[src/rtl/demux_rr_scheduler.sv]
// Routing controller for the 1-to-8 demux tree. Each word is routed either
// round-robin or to an addressed channel, and a watchdog drops addressed words.
module demux_rr_scheduler #(
  parameter int unsigned DATA_W  = 8,
  parameter int unsigned TIMEOUT = 15,
  parameter int unsigned CNT_W   = 16
) (
  input  logic              clk,
  input  logic              rst_n,
  input  logic [DATA_W-1:0] in_data,
  input  logic [2:0]        in_addr,
  input  logic              in_mode,
  input  logic              in_valid,
  output logic              in_ready,
  input  logic [7:0]        ch_ready,
  output logic [2:0]        sel,
  output logic [DATA_W-1:0] out_data,
  output logic [7:0]        out_valid,
  output logic              drop,
  output logic [CNT_W-1:0]  tx_count
);

  localparam int unsigned WD_W = 8;

  typedef enum logic [1:0] {IDLE, ARB, SEND} state_t;

  state_t            state;
  logic [DATA_W-1:0] hold_data;
  logic [2:0]        hold_addr;
  logic              hold_mode;
  logic [2:0]        last_grant;
  logic [WD_W-1:0]   wd;

  logic       rr_found;
  logic [2:0] rr_win;
  logic [2:0] idx;
  logic       arb_go;
  logic [2:0] arb_ch;

  // Round-robin search starting one past the last grant, wrapping mod 8.
  always_comb begin
    rr_found = 1'b0;
    rr_win   = 3'd0;
    idx      = 3'd0;
    for (int i = 1; i <= 8; i++) begin
      idx = 3'(last_grant + 3'(i));
      if (!rr_found && ch_ready[idx]) begin
        rr_found = 1'b1;
        rr_win   = idx;
      end
    end
  end

  // Grant decision for the word currently held in ARB.
  always_comb begin
    arb_go = 1'b0;
    arb_ch = 3'd0;
    if (hold_mode) begin
      arb_go = ch_ready[hold_addr];
      arb_ch = hold_addr;
    end else begin
      arb_go = rr_found;
      arb_ch = rr_win;
    end
  end

  always_ff @(posedge clk or negedge rst_n) begin
    if (!rst_n) begin
      state      <= IDLE;
      in_ready   <= 1'b0;
      hold_data  <= '0;
      hold_addr  <= 3'd0;
      hold_mode  <= 1'b0;
      last_grant <= 3'd7;
      wd         <= '0;
      sel        <= 3'd0;
      out_data   <= '0;
      out_valid  <= 8'd0;
      drop       <= 1'b0;
      tx_count   <= '0;
    end else begin
      drop <= 1'b0;
      case (state)
        IDLE: begin
          if (in_valid && in_ready) begin
            hold_data <= in_data;
            hold_addr <= in_addr;
            hold_mode <= in_mode;
            wd        <= '0;
            in_ready  <= 1'b0;
            state     <= ARB;
          end else begin
            in_ready <= 1'b1;
          end
        end
        ARB: begin
          // A ready channel wins over a watchdog expiring in the same cycle.
          if (arb_go) begin
            sel       <= arb_ch;
            out_valid <= 8'b1 << arb_ch;
            out_data  <= hold_data;
            state     <= SEND;
          end else if (hold_mode) begin
            if (wd == WD_W'(TIMEOUT - 1)) begin
              drop     <= 1'b1;
              wd       <= '0;
              in_ready <= 1'b1;
              state    <= IDLE;
            end else begin
              wd <= wd + WD_W'(1);
            end
          end
        end
        SEND: begin
          if (ch_ready[sel]) begin
            out_valid  <= 8'd0;
            last_grant <= sel;
            tx_count   <= tx_count + CNT_W'(1);
            in_ready   <= 1'b1;
            state      <= IDLE;
          end
        end
        default: state <= IDLE;
      endcase
    end
  end

endmodule

[config.mk]
export PLATFORM = sky130hd
export DESIGN_NAME = demux_rr_scheduler
export DESIGN_NICKNAME = d
export VERILOG_FILES = /design/src/rtl/demux_rr_scheduler.sv
export SDC_FILE = /design/constraint.sdc
export NUM_CORES = 1
export LEC_CHECK = 0
export ABC_AREA = 1
export ABC_CLOCK_PERIOD_IN_PS = 3310
export CAP_MARGIN = 10
export CELL_PAD_IN_SITES_DETAIL_PLACEMENT = 1
export CELL_PAD_IN_SITES_GLOBAL_PLACEMENT = 2
export CORE_UTILIZATION = 31
export DETAILED_ROUTE_END_ITERATION = 10
export GPL_ROUTABILITY_DRIVEN = 0
export PLACE_DENSITY = 0.9
export SLEW_MARGIN = 25
export SYNTH_ARGS = -nofsm -noshare
export SYNTH_HDL_FRONTEND = slang
export SYNTH_SLANG_ARGS = --single-unit
[constraint.sdc]
create_clock -name clk -period 3.31 [get_ports clk]
set_input_delay 0.993 -clock clk [delete_from_list [all_inputs] [get_ports clk]]
set_output_delay 0.993 -clock clk [all_outputs]
set_load 0.005 [all_outputs]
==> impl_metrics.tcl <==
set metrics [dict create \
    outcome "completed" \
    grt_usage_pct 18.0 \
    worstSkewPairLatency_ns 0.33 \
    grt_pass1_wl_mm 17.9 \
    p_leak_nw 2.32 \
    arrival_ns 3.22 \
    cts_buffer_depth 2 \
    route.vias.total 3403 \
    finalSetupTns_ns 0 \
    die_h_um 111 \
    die_w_um 111 \
    grt_max_degree 23 \
    io_buffers 59 \
    clock_skew_ns 0.00814 \
    diodes 0 \
    seq_area_frac_synth_pct 42.4 \
    antenna_found_initial 0 \
    seq_area_sq_um 1560 \
    die_area_sq_um 12300 \
    synth_cells 475 \
    drt_iter0_markers 103 \
    cts_setup_buffers 0 \
    critPathLaunchType "input pin" \
    h-tree-depth 3 \
    drive_above_1_share_pct 10.9 \
    holdBufCountCts 0 \
    cp_max_fo 9 \
    place_hpwl_mm 8.12 \
    cts_tree "done" \
    drt_pass1_iterations 4 \
    timing.final.crit_share_pct 90.8 \
    yosys-top-cells-count "nand2_1 (133), dfrtp_1 (59), nand3_1 (55)" \
    hold_viol_final 0 \
    synth.most_common_cell "nand2_1" \
    synth_async_sr_flop_share_pct 100 \
    fin_nets 575 \
    syn_area_sq_um 3670 \
    io_pins 60 \
    final.setup.worst_slack_ns 0.306 \
    required_ns 3.53 \
    syn_to_final_growth_pct 30.2 \
    ant_nets 0 \
    setup_viol 0 \
    drc 0 \
    ir_drop_uv 432 \
    fmax_mhz 333 \
    core_area_sq_um 11500 \
    yosysWarningCount 0 \
    viasPerCell 4.92 \
    hp-class "register to register" \
    slew_violations 0 \
    cts_resized 0 \
    power_density_nw_per_um2 1040 \
    fillCellCount 1396 \
    numCtsBuffers 9 \
    path_clk_slew_ns 0.05 \
    start_util_pct 32.0 \
    maxCapViolCount 0 \
    syn_nets 506 \
    tightestPinTransition_ns 0.506 \
    wl_per_cell_um 14.8 \
    slew_headroom_pct 66.3 \
    netlist.top_cell.by_area "dfrtp_1" \
    ys_types 39 \
    end_kind "register" \
    synth_top_cell_area_share_pct 40.3 \
    routed_wl_mm 10.2 \
    synthFlopType "dfrtp_1" \
    ys_seq_elements 62 \
    worstSetupPathType "input pin to register" \
    cts-root-buf "clkbuf_16" \
    rsz0062_at_grt "no" \
    synth_edf_count 0 \
    synth_area_per_cell_sq_um 7.72 \
    period_minus_slack_ns 3.00 \
    preCtsSetupSlack_ns 0.00464 \
    multi_input_area_sq_um 1860 \
    grt_pass1_vias 3660 \
    cts_sinks 62 \
    grt.overflow.total 0 \
    synth_area_leaders "dfrtp_1 (40%), nand2_1 (14%), nand3_1 (7.5%)" \
    rows 39 \
]
worst paths after layout:
check	startpoint	to	slack [ns]	cells past startpoint
min in group asynchronous	rst_n	tx_count[12]	0.63	1
worst max-delay path	ch_ready[5]	tx_count[14]	0.31	13
max in group asynchronous	rst_n	last_grant[2]	1.95	2
worst min register to register	out_data[7]	out_data[7]	0.48	2
worst max register to register	last_grant[1]	out_valid[4]	0.52	17
worst min-delay path	out_data[7]	out_data[7]	0.48	2
critical path, stage by stage:
cell             delay (ns)
clkdlybuf4s50_1        0.50
inv_1                  0.07
a21oi_1                0.11
o21ai_0                0.09
nand3_1                0.16
nand3_4                0.15
nor2_1                 0.21
nand3_1                0.15
nor2_1                 0.19
nand3_1                0.17
nor2_1                 0.20
nand2_1                0.09
xor2_1                 0.15
layer usage:
layer  track usage [%]  part of all wire, %
met1              22.2                   45
met2              31.3                   50
met3              4.37                  3.1
met4              4.89                  1.1
met5                 0                    0
kinds of logic (layout without fill, tap and decap cells):
kind of cell,Yosys count,after routing,synth area share (%)
buffers and inverters,61,134,6.89
AO/OA/AOI/OAI,51,51,8.63
flip-flops,62,62,42.4
XOR/XNOR,22,22,5.25
multiplexers,3,3,0.921
adder cells (fa/ha/maj),8,8,2.73
AND/OR/NAND/NOR,268,268,33.2
final cells by class:
type	count	share of cell area [%]
Sequential cell	62	32.6
Multi-Input combinational cell	352	39.0
Inverter	51	4.01
Tap cell	143	3.75
Timing Repair Buffer	68	13.9
Clock inverter	4	1.47
Clock buffer	11	5.29
state kept, by name, summed over array words and instances (netlist names):
register and count:
wd 8, hold_addr 3, hold_mode 1, out_valid 8, out_data 8, in_ready 1, hold_data 8, drop 1
tx_count 16, state 2, sel 3, last_grant 3
report_power, final:
| part | switching, mW | internal, mW | leakage (nW) |
|---|---|---|---|
| clock network | 0.319 | 0.692 | 0.161 |
| logic | 1.71 | 1.01 | 1.38 |
| registers | 0.223 | 1.01 | 0.780 |
| total | 2.25 | 2.71 | 2.32 |
metrics by stage:
| step | hold slack, ns | cells | area (sq um) | util [%] | power [mW] |
|---|---|---|---|---|---|
| 5_1_grt | 0.524 | 691 | 4770 | 41.6 | 5.44 |
| 6_report | 0.481 | 691 | 4770 | 41.6 | 4.97 |
| 3_5_place_dp | 0.467 | 676 | 4450 | 38.8 | 3.99 |
| 4_1_cts | 0.483 | 691 | 4770 | 41.6 | 5.03 |
| 3_3_place_gp | 0.460 | 676 | 4450 | 38.8 | 3.89 |
| 2_1_floorplan | 0.443 | 475 | 3670 | - | 3.04 |
layout by cell type (no fill, tap or decap), types with 5 or more instances in the layout:
| cell type | count |
|---|---|
| nand2_1 | 133 |
| dfrtp_1 | 59 |
| clkdlybuf4s50_1 | 58 |
| nand3_1 | 55 |
| inv_1 | 48 |
| nor2_1 | 44 |
| a21oi_1 | 16 |
| xor2_1 | 12 |
| o21ai_0 | 11 |
| nand4_1 | 10 |
| xnor2_1 | 10 |
| o21ai_1 | 10 |
| clkbuf_16 | 9 |
| ha_1 | 8 |
| buf_4 | 8 |
| nand2_2 | 6 |
| o211ai_1 | 5 |
| nor3_1 | 5 |
No activity file was read; power rests on OpenSTA's default activity.
